--- src/rtl/router_fsm.sv ---
// Packet-router control FSM: decodes the header address and sequences the
// header, payload and parity loads toward the selected output FIFO.
module router_fsm (
  input  logic       clk,
  input  logic       rstn,
  input  logic       pkt_valid,
  input  logic [1:0] data_in,
  input  logic       fifo_full,
  input  logic       fifo_empty0,
  input  logic       fifo_empty1,
  input  logic       fifo_empty2,
  input  logic       sft_rst0,
  input  logic       sft_rst1,
  input  logic       sft_rst2,
  input  logic       parity_done,
  input  logic       low_pkt_valid,
  output logic       detect_addr,
  output logic       lfd_state,
  output logic       ld_state,
  output logic       full_state,
  output logic       laf_state,
  output logic       write_en_reg,
  output logic       rst_int_reg,
  output logic       busy
);

  typedef enum logic [2:0] {
    DECODE_ADDRESS,
    WAIT_TILL_EMPTY,
    LOAD_FIRST_DATA,
    LOAD_DATA,
    FIFO_FULL_STATE,
    LOAD_AFTER_FULL,
    LOAD_PARITY,
    CHECK_PARITY_ERROR
  } state_t;

  state_t     state_q, state_d;
  logic [1:0] addr_q, addr_d;
  logic [3:0] empty_vec, sft_vec;

  logic detect_addr_q, lfd_state_q, ld_state_q, full_state_q, laf_state_q;
  logic write_en_reg_q, rst_int_reg_q, busy_q;

  // Address 3 maps to a tied-off slot so it never selects a FIFO.
  assign empty_vec = {1'b0, fifo_empty2, fifo_empty1, fifo_empty0};
  assign sft_vec   = {1'b0, sft_rst2, sft_rst1, sft_rst0};

  always_comb begin
    state_d = state_q;
    addr_d  = addr_q;
    unique case (state_q)
      DECODE_ADDRESS: begin
        if (pkt_valid) begin
          addr_d = data_in;
          if (data_in != 2'd3)
            state_d = empty_vec[data_in] ? LOAD_FIRST_DATA : WAIT_TILL_EMPTY;
        end
      end
      WAIT_TILL_EMPTY:    if (empty_vec[addr_q]) state_d = LOAD_FIRST_DATA;
      LOAD_FIRST_DATA:    state_d = LOAD_DATA;
      LOAD_DATA: begin
        if (fifo_full)       state_d = FIFO_FULL_STATE;
        else if (!pkt_valid) state_d = LOAD_PARITY;
      end
      FIFO_FULL_STATE:    if (!fifo_full) state_d = LOAD_AFTER_FULL;
      LOAD_AFTER_FULL: begin
        if (parity_done)        state_d = DECODE_ADDRESS;
        else if (low_pkt_valid) state_d = LOAD_PARITY;
        else                    state_d = LOAD_DATA;
      end
      LOAD_PARITY:        state_d = CHECK_PARITY_ERROR;
      CHECK_PARITY_ERROR: state_d = fifo_full ? FIFO_FULL_STATE : DECODE_ADDRESS;
    endcase
    // Soft reset of the currently selected FIFO abandons the packet.
    if (sft_vec[addr_q]) state_d = DECODE_ADDRESS;
  end

  // Outputs are registered from the next state so they always match state_q.
  always_ff @(posedge clk or negedge rstn) begin
    if (!rstn) begin
      state_q        <= DECODE_ADDRESS;
      addr_q         <= 2'd0;
      detect_addr_q  <= 1'b1;
      lfd_state_q    <= 1'b0;
      ld_state_q     <= 1'b0;
      full_state_q   <= 1'b0;
      laf_state_q    <= 1'b0;
      write_en_reg_q <= 1'b0;
      rst_int_reg_q  <= 1'b0;
      busy_q         <= 1'b0;
    end else begin
      state_q        <= state_d;
      addr_q         <= addr_d;
      detect_addr_q  <= (state_d == DECODE_ADDRESS);
      lfd_state_q    <= (state_d == LOAD_FIRST_DATA);
      ld_state_q     <= (state_d == LOAD_DATA);
      full_state_q   <= (state_d == FIFO_FULL_STATE);
      laf_state_q    <= (state_d == LOAD_AFTER_FULL);
      write_en_reg_q <= (state_d == LOAD_DATA) || (state_d == LOAD_PARITY) ||
                        (state_d == LOAD_AFTER_FULL);
      rst_int_reg_q  <= (state_d == CHECK_PARITY_ERROR);
      busy_q         <= !((state_d == DECODE_ADDRESS) || (state_d == LOAD_DATA));
    end
  end

  assign detect_addr  = detect_addr_q;
  assign lfd_state    = lfd_state_q;
  assign ld_state     = ld_state_q;
  assign full_state   = full_state_q;
  assign laf_state    = laf_state_q;
  assign write_en_reg = write_en_reg_q;
  assign rst_int_reg  = rst_int_reg_q;
  assign busy         = busy_q;

endmodule

--- config.mk ---
export PLATFORM = sky130hd
export DESIGN_NAME = router_fsm
export DESIGN_NICKNAME = d
export VERILOG_FILES = /design/src/rtl/router_fsm.sv
export SDC_FILE = /design/constraint.sdc
export NUM_CORES = 1
export LEC_CHECK = 0
export ABC_AREA = 1
export CELL_PAD_IN_SITES_DETAIL_PLACEMENT = 1
export CELL_PAD_IN_SITES_GLOBAL_PLACEMENT = 1
export CORE_MARGIN = 8
export CORE_UTILIZATION = 32
export CTS_CLUSTER_SIZE = 30
export DETAILED_ROUTE_END_ITERATION = 10
export PLACE_DENSITY_LB_ADDON = 0.08
export SLEW_MARGIN = 20
export SYNTH_ARGS = -nofsm -noshare
export SYNTH_HDL_FRONTEND = slang
export SYNTH_SLANG_ARGS = --single-unit
export TNS_END_PERCENT = 50
--- constraint.sdc ---
create_clock -name clk -period 1.9 [get_ports clk]
set_input_delay 0.38 -clock clk [delete_from_list [all_inputs] [get_ports clk]]
set_output_delay 0.38 -clock clk [all_outputs]
set_load 0.1 [all_outputs]
Word-level counts from Yosys, hierarchy flattened. Cells that the tools add are included.

Register bits: 13. Input bits: 14. Logic and storage cells: 51.

Magnitude comparators: 2. Equality and inequality tests: 14. Mux-type cells: 18. Reductions and logical operators: 7.

Operator list (number): $mux 3 (10); $eq 3x3->1 const B (8); $pmux 3 s8 (1); $eq 3x2->1 const B (4); $bmux 1 s2 (3); $logic_not 3->1 (2); $lt 2x3->1 const B (2); $eq 3x1->1 const B (1); $logic_or 1x1->1 (3); $mux 1 (3); $mux 2 (1); $ne 2x2->1 const B (1); $reduce_and 2->1 (1); $logic_not 1->1 (1).

Logic depth before layout (Yosys ltp).
Depth after elaboration: 10. Depth in mapped cells: 12. Depth with buffers taken out: 11.

Worst setup path after synthesis. OpenSTA, ideal clock, no wires.

Path kind: reg-to-reg. From: register state_q[2]. To: register busy_q, in the netlist busy. Setup time: 113 ps. Data arrival time: 1208 ps. Slack: 579 ps. Stages on the path, launching flop included: 8. Buffers on the path: 1. Clock period less this slack: 1321 ps. Cells stage by stage: dfrtp_1 -> buf_6 -> nor3_1 -> a21oi_1 -> nand2_2 -> nand3_1 -> nand2_1 -> inv_1.

Word-level cells in the longest chain between the ends: 7. Elaborated cells between the ends (all ways): 20. Classes of those cells: 8 x eq/ne; 8 x mux; 4 x reduce/logical.

RTL lines: start: declaration (RTL line 38) `state_t state_q, state_d;`; start signal: assignment (RTL line 93) `state_q <= state_d;`; $mux 3 (on tied branches) (RTL line 64, 56); $mux 3 (on tied branches) (RTL line 63, 54); $pmux 3 s8 * (RTL line 52) `unique case (state_q)`; $mux 3 * (RTL line 76) `if (sft_vec[addr_q]) state_d = DECODE_ADDRESS;`; $eq 3x2->1 / $logic_not 3->1 (equally long branches) (RTL line 103) `busy_q <= !((state_d == DECODE_ADDRESS) || (state_d == LOAD_DATA));`; $logic_or 1x1->1 * (RTL line 103); $logic_not 1->1 * (RTL line 103); end signal: assignment (RTL line 103); end: declaration (RTL line 43) `logic write_en_reg_q, rst_int_reg_q, busy_q;`.

Every way passes the cells marked *; elsewhere a longest branch is shown, timed or not. A chain may end at the register's enable or synchronous reset.

Worst setup path after layout.
From: input port pkt_valid. To: register busy_q, in the netlist busy.

Word-level cells in the longest chain between the ends: 7. Elaborated cells between the ends (all ways): 9. Classes of those cells: 1 x eq/ne; 5 x mux; 3 x reduce/logical.

RTL lines: start: declaration (RTL line 6) `input logic pkt_valid,`; $mux 3 (RTL line 64) `else if (!pkt_valid) state_d = LOAD_PARITY;`; $mux 3 (RTL line 63) `if (fifo_full) state_d = FIFO_FULL_STATE;`; $pmux 3 s8 * (RTL line 52); $mux 3 * (RTL line 76); via state_d[2] (RTL line 38); $eq 3x2->1 / $logic_not 3->1 (equally long branches) (RTL line 103); $logic_or 1x1->1 * (RTL line 103); $logic_not 1->1 * (RTL line 103).

Mark *: on every way through the listed nets, which the timed path passes. The rest lies on a longest branch.

==> impl_metrics.toml <==
[cells_and_area]
fin_nets = 161
fillers = 324
top_register = "state_q"
top_regs = "state_q x3, addr_q x2"
layout_commonest_cell = "nand2_1"
final_layout_size_suffix_gt1_frac = 0.192
largest_reg_flops = 3
final_cell_count_no_fill = 176
syn_to_final_growth_pct = 30.9
diodes = 0
final_cell_mix = "33 x nand2_1, 20 x inv_1, 18 x nand3_1, 13 x clkdlybuf4s50_1, 12 x dfrtp_1"
fin_area_um2 = 1080

[floorplanning]
dieArea_um2 = 4470
die_w_um = 66.8
num_rows = 18
core_area_um2 = 2450
start_util = 0.337
io_pins = 22
die_h_um = 66.8

[grt]
grt_start_max_net_pins = 14
use_met1 = 0.125
grt_pass1_vias = 889
grt_overflow = 0
use_met3 = 0.0419
grt_pass1_wl_um = 3880
grt_usage = 0.110
grt_use_met2 = 0.190
busiest_layer = "met2"
antenna_found_initial = 0

[place]
place_area_um2 = 1060
place_inst = 172
gp_congestion = 0.811
dp_hpwl_um = 1820
place_ws_ns = -0.0119
io_buffers = 21

[synth]
netlist_area_um2 = 827
synth.largest_area_cell = "dfrtp_1"
syn-num-nets = 136
ys_types = 16
syn_inst = 122
avgSynthCellArea_um2 = 6.78
synth_top_cell_area_share = 0.363
synth.yosys.seq_area_share = 0.395
synth_seq_cells = 13
synth_area_leaders = "dfrtp_1 36%, nand2_1 15%, nand3_1 11%"
ys.warnings.count = 0

[setup_path]
cp.required_ns = 2.07
cp_max_fo = 5
critPathBufInv = 4
r2r_setup_slack_ns = 0.32
reg2reg_from = "state_q[2]"
critPathLaunchType = "input pin"
critPathKind = "in2reg"
path_cells = "clkdlybuf4s50_1 -> inv_1 -> o21ai_0 -> nand3_1 -> nand2_2 -> inv_2 -> nor2_2 -> nand2_2 -> nand2_1 -> inv_1"
regToRegEndpoint = "busy"
cp_top_family = "buffers and inverters"
cpMaxStageDelayCell = "clkdlybuf4s50_1"
critPathArrivalTime_ns = 1.76
r2r_cells = 6
critPathMaxStageDelay_ns = 0.52
end_kind = "flop"

[timing]
slew_violations = 0
maxSlewHeadroom = 0.614
final.min_clock_period_ns = 1.59
tightest_slew_ns = 0.577
max_freq_ghz = 0.630
setup_tns_ns = 0
hold_violations = 0
finalSetupViolations = 0
period_share = 0.835
layout_setup_ws_ns = 0.313
grt_setup_unrepaired = "no"
clock_skew_ns = 0.00159

[clock_network]
ctsLongestPathBuffers = 2
clk_latency_ns = 0.27
cts_hold_buf = 0
cts-root-buf = "clkbuf_4"
ctsResizeCount = 0
cts_tree = "done"
numCtsBuffers = 3
cts.htree.levels = 1
clk_pin_slew_worst_paths_ns = 0.07
post_cts_buffers = 0
cts.sinks = 13

[power_and_ir_drop]
p_leak_nw = 0.592
power_density_nw_per_um2 = 1690
irDropWorstVdd_v = 0.00128

[job]
cap_violations = 0

[detailed_routing]
wirelength_um = 2170
via_per_inst = 4.73
wl_per_cell_um = 12.3
drc_errors = 0
vias = 832
dr.pass1.iters = 4
drt_iter0_drc = 18
ant_nets = 0

[outcome]
status = "finished clean"

[hold_path]
hold_path.class = "in2async"
## layout make-up
cell class	instances	area, µm²	area share
clock buffers	4	26.3	0.0243
flip-flops and latches	13	327	0.302
repair buffers	21	203	0.187
well taps	30	37.5	0.0347
multi-input cells	82	392	0.362
inverters	26	97.6	0.0902
## worst max path at each step
stage          endpoint        from  depth (start not counted)  slack (ns)
3_3_place_gp       busy   pkt_valid                         10       0.006
2_1_floorplan      busy  state_q[2]                          7        0.58
6_report           busy   pkt_valid                         10        0.31
5_1_grt            busy   pkt_valid                         10        0.12
4_1_cts            busy   pkt_valid                         10        0.28
3_5_place_dp       busy   pkt_valid                         10       -0.01
## cell usage after synthesis
master	number
inv_1	20
nor2_2	3
nor3_1	3
a21oi_1	2
o21ai_0	4
buf_6	1
dfrtp_1	12
nand2_2	3
nor2_4	3
dfstp_2	1
clkinv_1	1
nand3_1	18
nand2_1	33
nor2_1	11
nand3_2	2
inv_2	5
## through the flow
stage               hold slack [ns]  power [mW]  utilization
floorplan                    0.0844        1.38            -
global placement              0.556        1.66        0.430
detailed placement            0.557        1.68        0.430
CTS                           0.487        1.86        0.441
global route                  0.506        2.00        0.441
finish                        0.472        1.83        0.441
## metal layers
layer  vias up  routed length [µm]
li1        422                   -
met1       393                 937
met2        17                1110
met3         0                 121
met4         0                   0
met5         -                   0
## power by group
| part | internal [mW] | leakage, nW | total, mW | switching [mW] |
|---|---|---|---|---|
| Combinational | 0.323 | 0.408 | 1.18 | 0.859 |
| Sequential | 0.385 | 0.169 | 0.485 | 0.0998 |
| Clock | 0.0814 | 0.0150 | 0.167 | 0.0855 |
## logic make-up (layout without fill, tap and decap cells)
kind of cell	count (synthesis)	count (layout)	share of synthesized area
buffers and inverters	27	51	0.132
AND/OR/NAND/NOR	76	76	0.437
AO/OA/AOI/OAI	6	6	0.0363
flip-flops	13	13	0.395
(Power assumes the default switching activity.)
